## config.mk

```make
export PLATFORM = sky130hd
export DESIGN_NAME = sum_nb_serial
export DESIGN_NICKNAME = d
export VERILOG_FILES = /design/src/rtl/sum_nb_serial.sv
export SDC_FILE = /design/constraint.sdc
export NUM_CORES = 1
export LEC_CHECK = 0
export BUFFER_PORTS_ARGS = -buffer_cell sky130_fd_sc_hd__buf_2
export CAP_MARGIN = 0
export CORE_ASPECT_RATIO = 1.4
export CORE_UTILIZATION = 54
export CTS_CLUSTER_SIZE = 16
export DETAILED_ROUTE_END_ITERATION = 10
export GPL_ROUTABILITY_DRIVEN = 0
export PLACE_DENSITY = 0.89
export SKIP_CTS_REPAIR_TIMING = 1
export SLEW_MARGIN = 20
export SYNTH_ARGS = -nofsm -noshare
export SYNTH_HDL_FRONTEND = slang
export SYNTH_SLANG_ARGS = --single-unit
```

## constraint.sdc

```tcl
create_clock -name clk -period 3.3 [get_ports clk]
set_input_delay 0.66 -clock clk [delete_from_list [all_inputs] [get_ports clk]]
set_output_delay 0.66 -clock clk [all_outputs]
set_load 0.02 [all_outputs]
```

## src/rtl/sum_nb_serial.sv

```systemverilog
// Chunk-serial add/subtract unit: one CHUNK-bit slice per clock with a registered carry.
// Results (Sum/Cout/Ovf) update only on the completion edge, flagged by a one-cycle done pulse.
module sum_nb_serial #(
  parameter int WIDTH = 16,
  parameter int CHUNK = 4
) (
  input  logic             clk,
  input  logic             rst_n,
  input  logic             start,
  input  logic             Op,
  input  logic [WIDTH-1:0] A,
  input  logic [WIDTH-1:0] B,
  input  logic             Ci,
  output logic             busy,
  output logic             done,
  output logic [WIDTH-1:0] Sum,
  output logic             Cout,
  output logic             Ovf
);

  localparam int NCH = WIDTH / CHUNK;
  localparam int KW  = (NCH > 1) ? $clog2(NCH) : 1;

  typedef enum logic {IDLE, RUN} state_t;

  state_t           state_q, state_d;
  logic [KW-1:0]    k_q;
  logic             carry_q;
  logic [WIDTH-1:0] a_q, bx_q, acc_q, acc_d;
  logic [CHUNK-1:0] a_sl, b_sl;
  logic [CHUNK:0]   sl_sum;
  logic             last, msb_cin;
  int               base;

  function automatic logic [CHUNK:0] slice_add(input logic [CHUNK-1:0] a,
                                               input logic [CHUNK-1:0] b,
                                               input logic             c);
    return {1'b0, a} + {1'b0, b} + {{CHUNK{1'b0}}, c};
  endfunction

  assign busy = (state_q == RUN);

  always_ff @(posedge clk or negedge rst_n) begin
    if (!rst_n) state_q <= IDLE;
    else        state_q <= state_d;
  end

  // Slice datapath and next-state logic; the carry into the MSB is recovered from
  // the MSB sum bit, so signed overflow needs no extra adder.
  always_comb begin
    state_d = state_q;
    base    = int'(k_q) * CHUNK;
    a_sl    = a_q[base +: CHUNK];
    b_sl    = bx_q[base +: CHUNK];
    sl_sum  = slice_add(a_sl, b_sl, carry_q);
    last    = (k_q == KW'(NCH - 1));
    msb_cin = sl_sum[CHUNK-1] ^ a_sl[CHUNK-1] ^ b_sl[CHUNK-1];
    acc_d   = acc_q;
    acc_d[base +: CHUNK] = sl_sum[CHUNK-1:0];
    case (state_q)
      IDLE:    if (start) state_d = RUN;
      RUN:     if (last)  state_d = IDLE;
      default: state_d = IDLE;
    endcase
  end

  // Operand capture: pure data, no reset needed.
  always_ff @(posedge clk) begin
    if (state_q == IDLE && start) begin
      a_q  <= A;
      bx_q <= Op ? ~B : B;
    end
  end

  always_ff @(posedge clk or negedge rst_n) begin
    if (!rst_n) begin
      k_q     <= '0;
      carry_q <= 1'b0;
      acc_q   <= '0;
      done    <= 1'b0;
      Sum     <= '0;
      Cout    <= 1'b0;
      Ovf     <= 1'b0;
    end else begin
      done <= 1'b0;
      case (state_q)
        IDLE: begin
          if (start) begin
            k_q     <= '0;
            carry_q <= Ci ^ Op;
            acc_q   <= '0;
          end
        end
        RUN: begin
          acc_q   <= acc_d;
          carry_q <= sl_sum[CHUNK];
          k_q     <= k_q + KW'(1);
          if (last) begin
            Sum  <= acc_d;
            Cout <= sl_sum[CHUNK];
            Ovf  <= msb_cin ^ sl_sum[CHUNK];
            done <= 1'b1;
          end
        end
        default: ;
      endcase
    end
  end

endmodule

```

### Yosys cells after proc, flatten, opt, wreduce, memory -nomap -nowiden

Cells that the tools add are included.

* logic and storage cells: 41
* output and inout port bits: 20
* bits of input ports: 37
* bits in read-only memories: 0
* bits in registers: 71
* memories kept: 0
* RAM bits: 0
* bits in latches: 0

* reductions and logical operators: 2
* bitwise gates (word level): 6
* divide/modulo/power cells: 0
* muxes and demuxes: 13
* magnitude comparators: 0
* shift-type cells: 4
* $add $sub $neg: 4
* equal/unequal tests: 2
* multiply operators: 0

Operator list (count)
* $neg 4->33: 1
* $shift 4x33->16 const A: 1
* $shiftx 4x33->16: 1
* $mux 16: 2
* $pmux 16 s2: 1
* $shiftx 16x5->4: 2
* $bwmux 16: 1
* $not 16->16: 1
* $add 4x4->5: 1
* $add 5x1->5: 1
* $mux 1: 5
* $pmux 1 s2: 2
* $pmux 2 s2: 1
* $xor 1x1->1: 4
* $add 2x1->2 const B: 1
* $eq 2x2->1 const B: 1
* $mux 2: 1
* $ne 2x2->1 const B: 1
* $reduce_and 2->1: 1
* $logic_and 1x1->1: 1
* $not 1->1: 1

### Depth between registers and ports, before layout

* depth in word-level cells: 6
* gate-level depth with buffers: 9
* depth with buffers taken out: 8

### Worst setup path after synthesis

Ideal clock, no wire load.

* path type: register to register
* start point: register k_q[0]
* end point: register Ovf
* library setup time: 130 ps
* required time: 3170 ps
* arrival time: 2901 ps
* stages on the path, launching flop included: 10
* setup slack: 269 ps
* buffers on the path: 1
* period minus slack after synthesis: 3031 ps
* cell sequence: dfrtp_1 -> buf_2 -> mux4_2 -> fa_1 -> fa_1 -> a21o_1 -> a21oi_1 -> xnor3_1 -> xnor2_1 -> o21ai_1

* cells in the longest elaborated chain, start to end: 6
* elaborated cells between the ends (all ways): 9
* those cells by class: 2 x add/sub; 1 x eq/ne; 2 x shift; 3 x bitwise; 1 x reduce/logical

RTL lines
* start: declaration: line 27 `logic [KW-1:0] k_q;`
* start signal: assignment: line 97 `k_q <= k_q + KW'(1);`
* $shiftx 16x5->4, on equally long branches: line 53, 54
* $add 4x4->5: line 38 `return {1'b0, a} + {1'b0, b} + {{CHUNK{1'b0}}, c};`
* $add 5x1->5: line 38
* $xor 1x1->1 (2 in series): line 57 `msb_cin = sl_sum[CHUNK-1] ^ a_sl[CHUNK-1] ^ b_sl[CHUNK-1];`
* $xor 1x1->1: line 101 `Ovf <= msb_cin ^ sl_sum[CHUNK];`
* end signal: assignment: line 101
* end: declaration: line 18 `output logic Ovf`

Parallel ways exist; a longest one is shown, timed or not.
A chain may end at the register's enable or synchronous reset.

### Worst setup path after layout

Same ends and word-level chain as after synthesis.

==> metrics.cfg <==
[drt]
drt-total-wl_um = 5410
vias = 1937
ant_nets = 0
wl_per_cell_um = 15.5
drc = 0
drtPass1Iterations = 4
drt-initial-drc-count = 168
viasPerCell = 5.53

[yosys]
syn-cell-area_um2 = 2980
ys_seq_elements = 67
synth_nets = 265
synth.distinct_cells = 34
yosys_warnings = 0
syn_area_per_cell_um2 = 13.6
synth-seq-area-share_pct = 61.7
synthCells = 218

[grt]
overflow = 0
grt_max_degree = 36
antenna_found_initial = 0
grt_usage_pct = 21.0
grt_pass1_wl_um = 9060
grt_pass1_vias = 1992

[setup_path]
ff2ff_path_depth = 8
crit_fanout = 3
r2r_start = k_q[0]
worst_setup_path_start_kind = flop
crit_slowest_cell = mux4_2
cpMostUsedCell = fa_1
critPathRequiredTime_ns = 3.57
critPathArrivalTime_ns = 3.16
endpoint = Ovf
cp_cell_sequence = mux4_2 > fa_1 > fa_1 > a21o_1 > a21oi_1 > xnor3_1 > xnor2_1 > o21ai_1
crit_start = k_q[0]
worstSetupEndpointType = flop
max_stage_delay_ns = 0.54
crit_type = reg2reg
r2r_slack_ns = 0.41
r2r_end = Ovf

[power]
powerDensity_nw_per_um2 = 1000
p_leak_nw = 1.60
p_switching_mw = 1.30
seq_power_share_pct = 34.8
p_clk_share_pct = 24.8
pwr-share-comb_pct = 40.4
total_power_mw = 3.60
p_sw_share_pct = 36.1
vdd_drop_max_uv = 761
p_int_mw = 2.30

[floorplan]
core_area_um2 = 5240
die_area_um2 = 5820
die_w_um = 64.7
start_util_pct = 56.8
num_rows = 31
top_level_ports = 57
chipHeight_um = 89.8

[cts]
clock-sinks = 67
htree_levels = 3
cts_tree = built
cts_root_buf = clkbuf_8
clock_path_buffers = 2
cts_made_buffers = 9
clock_latency_ns = 0.35
clkSlewWorstSetupHoldPaths_ns = 0.07

[timing]
finalSetupTns_ns = 0
setup_ws_ns = 0.413
fmax_mhz = 346
slew_viol_final = 0
slew_headroom_pct = 49.4
max_slew.worst_pin.slew_ns = 0.758
skew_ns = 0.00932
fin_crit_ns = 2.89
finalSetupViolations = 0
rsz0062_at_grt = false
finalHoldViolCount = 0
fin_hold_ws_ns = 0.381
finalCritPeriodShare_pct = 87.5

[layout]
finalNetCount = 326
layout_commonest_cell = buf_2
antennaDiodeCount = 0
finalNonFillerCells = 350
areaGrowthSynthToFinish_pct = 20.8
layout-drive-gt1-share_pct = 32.0
final_cell_mix = buf_2 (56), dfrtp_1 (35), edfxtp_1 (32)

[place]
dp.cells = 334
dp_hpwl_um = 3880
io_buffer_count = 56
dp_slack_ns = 0.446

[min_path]
hp-class = in2async

[job]
drv_cap = 0

[status]
status = finished, final reports clean

power by group through the flow:
stage	sequential, mW	combinational, mW	clock, mW
floorplan	1.33	0.978	0
global placement	1.26	1.40	0
detailed placement	1.27	1.46	0
CTS	1.26	1.46	0.902
global route	1.28	1.59	0.938
finish	1.25	1.46	0.895
synth_stat cells:
library cell / n / area share, %
xnor2_1: 3 / 0.88
a22o_1: 4 / 1.2
o211ai_1: 1 / 0.25
nor4_2: 1 / 0.42
clkbuf_1: 7 / 0.88
inv_1: 9 / 1.1
o21ai_1: 1 / 0.17
mux2_2: 5 / 1.9
nor3_1: 1 / 0.17
mux4_1: 1 / 0.88
a22oi_1: 3 / 0.76
a21oi_1: 6 / 1.0
ha_1: 8 / 3.4
nor2b_1: 4 / 0.84
fa_1: 2 / 1.3
xor2_1: 17 / 5.0
nor4bb_1: 1 / 0.34
buf_2: 3 / 0.50
nor2_1: 3 / 0.38
a31o_2: 2 / 0.59
nand2_1: 28 / 3.5
o21ai_0: 15 / 2.5
mux4_2: 7 / 5.3
xnor3_1: 1 / 0.76
o22ai_1: 5 / 1.1
nand3_1: 1 / 0.17
a21o_1: 3 / 0.76
and4b_1: 1 / 0.34
o21bai_1: 1 / 0.25
and2_1: 1 / 0.21
clkinv_1: 1 / 0.13
o31ai_1: 5 / 1.3
dfrtp_1: 35 / 29
edfxtp_1: 32 / 32
how the worst min path moves through the flow:
stage,startpoint,to,slack [ns]
2_1_floorplan,rst_n,Cout,0.36
3_3_place_gp,Sum[15],Sum[15],0.45
3_5_place_dp,Sum[0],Sum[0],0.47
4_1_cts,rst_n,acc_q[6],0.41
5_1_grt,rst_n,Sum[0],0.44
6_report,rst_n,Sum[0],0.38
metrics by stage:
| stage | cell area (um2) | util [%] |
|---|---|---|
| floorplan | 2980 | - |
| global placement | 3330 | 63.6 |
| detailed placement | 3330 | 63.6 |
| CTS | 3590 | 68.6 |
| global route | 3590 | 68.6 |
| finish | 3590 | 68.6 |
layer usage:
layer,vias to the layer above,GRT usage [%],wire [um]
met5,-,0,0
met4,0,12.2,138
met3,13,6.22,269
met2,80,34.6,2980
met1,938,23.4,2020
li1,906,-,-
state kept, by name, summed over array words and instances (netlist names), 2 cells and up:
signal  count
bx_q       16
k_q         2
a_q        16
acc_q      12
Sum        16
final cells by class:
class                           instances  area, um2
Sequential cell                        67       1840
Fill cell                             387       1640
Multi-Input combinational cell        131       1060
Timing Repair Buffer                   60        310
Clock inverter                          7        140
Clock buffer                            9        124
Tap cell                               66       82.6
Inverter                               10       37.5
cell families (layout without fill, tap and decap cells):
| group | after synthesis | count (layout) | share of synthesized area (%) |
|---|---|---|---|
| muxes | 13 | 13 | 8.07 |
| buffers and inverters | 20 | 86 | 2.65 |
| DFF | 67 | 67 | 61.7 |
| xor gates and xnor gates | 21 | 21 | 6.64 |
| adders and majority gates | 10 | 10 | 4.71 |
| AOI/OAI and AO/OA | 46 | 46 | 9.80 |
| and+or+nand+nor | 41 | 41 | 6.39 |
critical path, delay by kind of cell, from the launching register on:
kind | cells | cell delay (ns)
XOR/XNOR | 2 | 0.40
adder cells (fa/ha/maj) | 2 | 0.87
flip-flops | 1 | 0.42
multiplexers | 1 | 0.54
AO/OA/AOI/OAI | 3 | 0.58
Power figures use the tool's default switching activity.
